$ cat src/rtl/cpu_cycle_sequencer_if.sv
// rtl/cpu_cycle_sequencer_if.sv - microcode <-> cycle sequencer signal bundle
// master: microcode/control side, slave: cpu_cycle_sequencer
interface cpu_cycle_sequencer_if #(
  parameter int T_STATES = 4,
  parameter int M_CYCLES = 8
);
  logic                i_IR_Fetch;
  logic                i_Cond_Eval;
  logic                i_Cond_True;
  logic                i_Halt_Req;
  logic                i_Wake;
  logic                i_Stall;
  logic [T_STATES-1:0] o_Cycle_Step;
  logic [M_CYCLES-1:0] o_Cycle_Count;
  logic [1:0]          o_P;
  logic                o_Active;
  logic                o_Instr_Done;
  logic                o_Halted;
  logic                o_Fault;

  modport master (
    output i_IR_Fetch, i_Cond_Eval, i_Cond_True, i_Halt_Req, i_Wake, i_Stall,
    input  o_Cycle_Step, o_Cycle_Count, o_P, o_Active, o_Instr_Done, o_Halted, o_Fault
  );

  modport slave (
    input  i_IR_Fetch, i_Cond_Eval, i_Cond_True, i_Halt_Req, i_Wake, i_Stall,
    output o_Cycle_Step, o_Cycle_Count, o_P, o_Active, o_Instr_Done, o_Halted, o_Fault
  );
endinterface

$ cat src/rtl/cpu_cycle_sequencer.sv
// rtl/cpu_cycle_sequencer.sv - T-state / M-cycle timing generator for the control unit
// Optional bus-stall freeze enabled by defining CYCLE_SEQ_STALL_EN.
module cpu_cycle_sequencer #(
  parameter int T_STATES = 4,
  parameter int M_CYCLES = 8
) (
  input  logic                  i_Clk,
  input  logic                  i_Reset,
  cpu_cycle_sequencer_if.slave  bus
);

  typedef enum logic {ST_RUN, ST_HALT} state_t;

  localparam logic [T_STATES-1:0] STEP_FIRST  = T_STATES'(1);
  localparam logic [M_CYCLES-1:0] COUNT_FIRST = M_CYCLES'(1);
  localparam logic [1:0] P_NONE      = 2'b00;
  localparam logic [1:0] P_TAKEN     = 2'b01;
  localparam logic [1:0] P_NOT_TAKEN = 2'b10;

  state_t              state, state_nxt;
  logic [T_STATES-1:0] step, step_nxt;
  logic [M_CYCLES-1:0] count, count_nxt;
  logic [1:0]          p, p_nxt;
  logic                done_q, done_nxt;
  logic                fault_q, fault_nxt;
  logic                active, halted;
  logic                stall, eom;

`ifdef CYCLE_SEQ_STALL_EN
  assign stall = bus.i_Stall;
`else
  logic unused_stall;
  assign unused_stall = bus.i_Stall;
  assign stall        = 1'b0;
`endif

  // All fetch/cond/wake decisions are taken only on the unstalled last T-state.
  assign eom = step[T_STATES-1] & ~stall;

  always_ff @(posedge i_Clk) begin
    if (i_Reset) state <= ST_RUN;
    else         state <= state_nxt;
  end

  always_comb begin
    state_nxt = state;
    case (state)
      ST_RUN:  if (eom && bus.i_IR_Fetch && bus.i_Halt_Req) state_nxt = ST_HALT;
      ST_HALT: if (eom && bus.i_Wake)                       state_nxt = ST_RUN;
      default: state_nxt = ST_RUN;
    endcase
  end

  always_comb begin
    active = (state == ST_RUN);
    halted = (state == ST_HALT);
  end

  always_comb begin
    step_nxt  = stall ? step : {step[T_STATES-2:0], step[T_STATES-1]};
    count_nxt = count;
    p_nxt     = p;
    done_nxt  = 1'b0;
    fault_nxt = 1'b0;
    if (state == ST_HALT) begin
      count_nxt = COUNT_FIRST;
      p_nxt     = P_NONE;
    end else if (eom) begin
      if (bus.i_IR_Fetch) begin
        count_nxt = COUNT_FIRST;
        p_nxt     = P_NONE;
        done_nxt  = 1'b1;
      end else if (count[M_CYCLES-1]) begin
        // Instruction ran past the longest legal length: abandon it.
        count_nxt = COUNT_FIRST;
        p_nxt     = P_NONE;
        fault_nxt = 1'b1;
      end else begin
        count_nxt = {count[M_CYCLES-2:0], 1'b0};
        if (bus.i_Cond_Eval) p_nxt = bus.i_Cond_True ? P_TAKEN : P_NOT_TAKEN;
      end
    end
  end

  always_ff @(posedge i_Clk) begin
    if (i_Reset) begin
      step    <= STEP_FIRST;
      count   <= COUNT_FIRST;
      p       <= P_NONE;
      done_q  <= 1'b0;
      fault_q <= 1'b0;
    end else begin
      step    <= step_nxt;
      count   <= count_nxt;
      p       <= p_nxt;
      done_q  <= done_nxt;
      fault_q <= fault_nxt;
    end
  end

  assign bus.o_Cycle_Step  = step;
  assign bus.o_Cycle_Count = count;
  assign bus.o_P           = p;
  assign bus.o_Active      = active;
  assign bus.o_Instr_Done  = done_q;
  assign bus.o_Halted      = halted;
  assign bus.o_Fault       = fault_q;

endmodule

$ cat src/flat_wrapper.sv
// flat-port wrapper written by rule: the top's interface ports become plain ports
module cpu_cycle_sequencer_flat 
#(
  parameter int T_STATES = 4,
  parameter int M_CYCLES = 8
)
  (i_Clk, i_Reset, bus_i_IR_Fetch, bus_i_Cond_Eval, bus_i_Cond_True, bus_i_Halt_Req, bus_i_Wake, bus_i_Stall, bus_o_Cycle_Step, bus_o_Cycle_Count, bus_o_P, bus_o_Active, bus_o_Instr_Done, bus_o_Halted, bus_o_Fault);
  cpu_cycle_sequencer_if #(.T_STATES(T_STATES), .M_CYCLES(M_CYCLES)) bus_i ();
  input  logic i_Clk;
  input  logic i_Reset;
  input wire logic [$bits(bus_i.i_IR_Fetch)-1:0] bus_i_IR_Fetch;
  input wire logic [$bits(bus_i.i_Cond_Eval)-1:0] bus_i_Cond_Eval;
  input wire logic [$bits(bus_i.i_Cond_True)-1:0] bus_i_Cond_True;
  input wire logic [$bits(bus_i.i_Halt_Req)-1:0] bus_i_Halt_Req;
  input wire logic [$bits(bus_i.i_Wake)-1:0] bus_i_Wake;
  input wire logic [$bits(bus_i.i_Stall)-1:0] bus_i_Stall;
  output wire logic [$bits(bus_i.o_Cycle_Step)-1:0] bus_o_Cycle_Step;
  output wire logic [$bits(bus_i.o_Cycle_Count)-1:0] bus_o_Cycle_Count;
  output wire logic [$bits(bus_i.o_P)-1:0] bus_o_P;
  output wire logic [$bits(bus_i.o_Active)-1:0] bus_o_Active;
  output wire logic [$bits(bus_i.o_Instr_Done)-1:0] bus_o_Instr_Done;
  output wire logic [$bits(bus_i.o_Halted)-1:0] bus_o_Halted;
  output wire logic [$bits(bus_i.o_Fault)-1:0] bus_o_Fault;
  assign bus_i.i_IR_Fetch = bus_i_IR_Fetch;
  assign bus_i.i_Cond_Eval = bus_i_Cond_Eval;
  assign bus_i.i_Cond_True = bus_i_Cond_True;
  assign bus_i.i_Halt_Req = bus_i_Halt_Req;
  assign bus_i.i_Wake = bus_i_Wake;
  assign bus_i.i_Stall = bus_i_Stall;
  assign bus_o_Cycle_Step = bus_i.o_Cycle_Step;
  assign bus_o_Cycle_Count = bus_i.o_Cycle_Count;
  assign bus_o_P = bus_i.o_P;
  assign bus_o_Active = bus_i.o_Active;
  assign bus_o_Instr_Done = bus_i.o_Instr_Done;
  assign bus_o_Halted = bus_i.o_Halted;
  assign bus_o_Fault = bus_i.o_Fault;
  cpu_cycle_sequencer #(.T_STATES(T_STATES), .M_CYCLES(M_CYCLES)) u_core (.i_Clk(i_Clk), .i_Reset(i_Reset), .bus(bus_i));
endmodule
$ cat config.mk
export PLATFORM = sky130hd
export DESIGN_NAME = cpu_cycle_sequencer_flat
export DESIGN_NICKNAME = d
export VERILOG_FILES = /design/src/rtl/cpu_cycle_sequencer_if.sv /design/src/rtl/cpu_cycle_sequencer.sv /design/src/flat_wrapper.sv
export SDC_FILE = /design/constraint.sdc
export NUM_CORES = 1
export LEC_CHECK = 0
export ABC_AREA = 1
export CORE_ASPECT_RATIO = 1.25
export CORE_MARGIN = 5
export CORE_UTILIZATION = 35
export CTS_CLUSTER_DIAMETER = 120
export DETAILED_ROUTE_END_ITERATION = 8
export HOLD_SLACK_MARGIN = 0.08
export PLACE_DENSITY = 0.64
export SYNTH_ARGS = -nofsm -noshare
export SYNTH_HDL_FRONTEND = slang
export SYNTH_SLANG_ARGS = --single-unit
$ cat constraint.sdc
create_clock -name i_Clk -period 1.3 [get_ports i_Clk]
set_input_delay 0.325 -clock i_Clk [delete_from_list [all_inputs] [get_ports i_Clk]]
set_output_delay 0.325 -clock i_Clk [all_outputs]
set_load 0.03 [all_outputs]
==> results.md <==
* Min-Delay Endpoint: u_core.bus.o_Cycle_Step[2]$_SDFF_PP0_
* Total gr overflow at 0
* Required @ worst endpoint at 0.98 ns
* Antenna viol nets, final at 0
* CP arrival at 0.89 ns
* Initial core utilization at a little over a third
* Slew HR at between 80% and 90%
* P&R area growth vs syn at 39.2%
* Worst Skew at 0.00314 ns
* Final Hold Viols at 0
* # port buffers at 24
* Std-Cell Rows at 17
* R2r endpoint: u_core.bus.o_Cycle_Count[6]$_SDFFE_PP0P_
* Longest Clk Path Bufs at 2
* DRC at 0
* Tot GR Track Use at 11.2%
* Post-Syn Area at around 600 µm²
* I/O pin total at 26
* LEAKAGE at 0.384 nW
* Worst Hold Path Cells at 2
* Post-placement cell count at roughly 120
* Iter 0 DRT Violations at 12
* Layout cells sized above 1 at roughly 30%
* Final setup violation count at 0
* Unrepaired setup endpoints after global routing: false
* CTS tree: done
* Vias per cell at 4.50
* Maximum vdd drop at between 0.0005 and 0.0006 V
* Worst Slack Setup Final at slightly below 0.09 ns
* Chip width at roughly 47 µm
* Gate Count Post-Synth at 73
* Seq/Total Area, Yosys at between 50% and 60%
* Clock root buffer: clkbuf_4
* Final Cycle Share at between 90% and 100%
* Core Util, Final at between 40% and 50%
* Core box area at approximately 0.0017 mm²
* Vias after detailed routing at 545
* Max cap viols at 0
* Post-synthesis sequential element count at 17
* Clock transition at path regs at roughly 0.090 ns
* Power density over the cells at between 1000 and 1500 mW/mm²
* H-tree levels at 1
* Die height at about 57 µm
* Final worst path period need at between 1 and 1.5 ns
* Cts bufs inserted at 3
* First-pass DRT Iterations at 4
* Hold_ws at ~0.43 ns
* Die area at around 0.0027 mm²
* CP endpoint kind: output port
* # hold bufs at CTS at 0
* Vias in the first global route at between 500 and 600
* Syn Nets at around 80
* Unique cell type count in the Yosys netlist at 14
* Overall Power at ~0.91 mW
* Net count, final at between 100 and 150
* Global-route wire length before repair at between 2 and 2.5 mm
* Clock latency at the later pin of the worst-skew pair at 0.28 ns
* WL final at around 1.3 mm
* Clock Sinks at 17
* Initial antenna violation count at 0
* Max Freq at roughly 820 MHz
* Worst Min Path Start: u_core.bus.o_Cycle_Step[1]$_SDFF_PP0_
* Final cell count without fillers at around 120
* Avg Inst Size Synth at between 8 and 9 µm²
* Status: completed
* R2R setup slack at 0.32 ns
* Setup TNS at 0 ns
* Min-Delay Path Class: reg -> reg
* Post-CTS Repair Setup Buffers at 0
* R2r worst-path depth at 4
* Setup CP Type: reg -> out
* Actual slew at the worst max-slew pin at about 0.23 ns
* Post-DP HPWL at 1.01 mm
* Largest net degree at the start of global routing at 13
* Worst slack at placement at -0.0821 ns
* Area post-placement at about 830 µm²
* Yosys Warn Count at 0
* Critical path launch point type: flip-flop
* R2R Path Start: u_core.bus.o_Cycle_Step[3]$_SDFF_PP0_
* CP max FO at 3
* Diodes inserted at 0
* Gp weighted congestion at 0.761
* Routed wire per std cell at around 11 µm
* Finished Cell Area at 853 µm²
* Slew Viols, Final at 0
-- layout make-up --
| class | instances | area [µm²] |
|---|---|---|
| Multi-Input combinational cell | 45 | 213 |
| Sequential cell | 17 | 342 |
| Inverter | 9 | 33.8 |
| Fill cell | 170 | 870 |
| Timing Repair Buffer | 27 | 215 |
| Tap cell | 19 | 23.8 |
| Clock buffer | 4 | 26.3 |
-- registers in the layout, summed over array words and instances (netlist names) --
signal                    cells
u_core.bus.o_Cycle_Count      8
u_core.bus.o_Cycle_Step       4
u_core.bus.o_Fault            1
u_core.bus.o_Halted           1
u_core.bus.o_Instr_Done       1
u_core.bus.o_P                2
-- worst max path at each step --
stage,start,endpoint,slack (ns)
global placement,bus_i_IR_Fetch,u_core.bus.o_P[0]$_SDFFE_PP0P_,-0.08
global route,u_core.bus.o_Halted$_SDFF_PP0_,bus_o_Active,0.04
detailed placement,bus_i_IR_Fetch,u_core.bus.o_P[1]$_SDFFE_PP0P_,-0.08
floorplan,u_core.bus.o_Halted$_SDFF_PP0_,u_core.bus.o_Halted$_SDFF_PP0_,0.23
CTS,u_core.bus.o_Fault$_SDFF_PP0_,bus_o_Fault,0.02
finish,u_core.bus.o_Halted$_SDFF_PP0_,bus_o_Active,0.09
-- synthesized netlist by cell type, drive strengths merged --
| library cell | instances | share of area (%) |
|---|---|---|
| buf | 2 | 4.3 |
| inv | 9 | 5.5 |
| nand2 | 12 | 7.3 |
| nand3 | 9 | 7.3 |
| dfxtp | 17 | 56 |
| nor2 | 8 | 6.5 |
| nand4 | 2 | 2.0 |
| a21oi | 10 | 8.2 |
| o21ai | 4 | 3.3 |
-- cells in the final DEF (no fill, tap or decap) --
master	netlist	routed
clkdlybuf4s50_1	0	6
o21ai_1	2	2
nor2_2	1	1
nor2_4	1	1
nand2_1	12	12
nor2_1	6	6
inv_1	6	6
o21ai_0	2	2
clkbuf_2	0	1
clkbuf_4	0	3
inv_2	3	3
nand4_1	2	2
buf_4	0	20
nand3_1	9	9
dfxtp_1	17	16
clkbuf_1	0	1
a21oi_1	10	10
dfxtp_2	0	1
-- logic make-up after synthesis --
logic type,count (synthesis),share of synthesized area [%]
buf+inv,11,9.79
compound gates,14,11.4
simple gates,31,23.3
flops,17,55.5
-- worst max-delay path: stages, from the launching register on --
cell	delay, ns
dfxtp_1	0.39
inv_2	0.06
buf_4	0.16
-- timing repair --
item                       CTS  global route
setup endpoints to repair    1             2
resized for setup            2             2
gates cloned                 0             0
-- routing by layer --
metal  routed length (µm)  GRT usage (%)  share of wire (%)
met5                    0              0                  0
met1                  554           14.9                 43
met2                  674           16.5                 52
met4                   18           5.14                1.4
met3                   40           2.88                3.1
-- where the power goes --
part           leakage [nW]  switching (mW)  internal (mW)
logic                 0.230          0.0593         0.0431
registers             0.139         0.00707          0.532
clock network        0.0150           0.154          0.119
total                 0.384           0.220          0.694
Power figures use the tool's default switching activity.
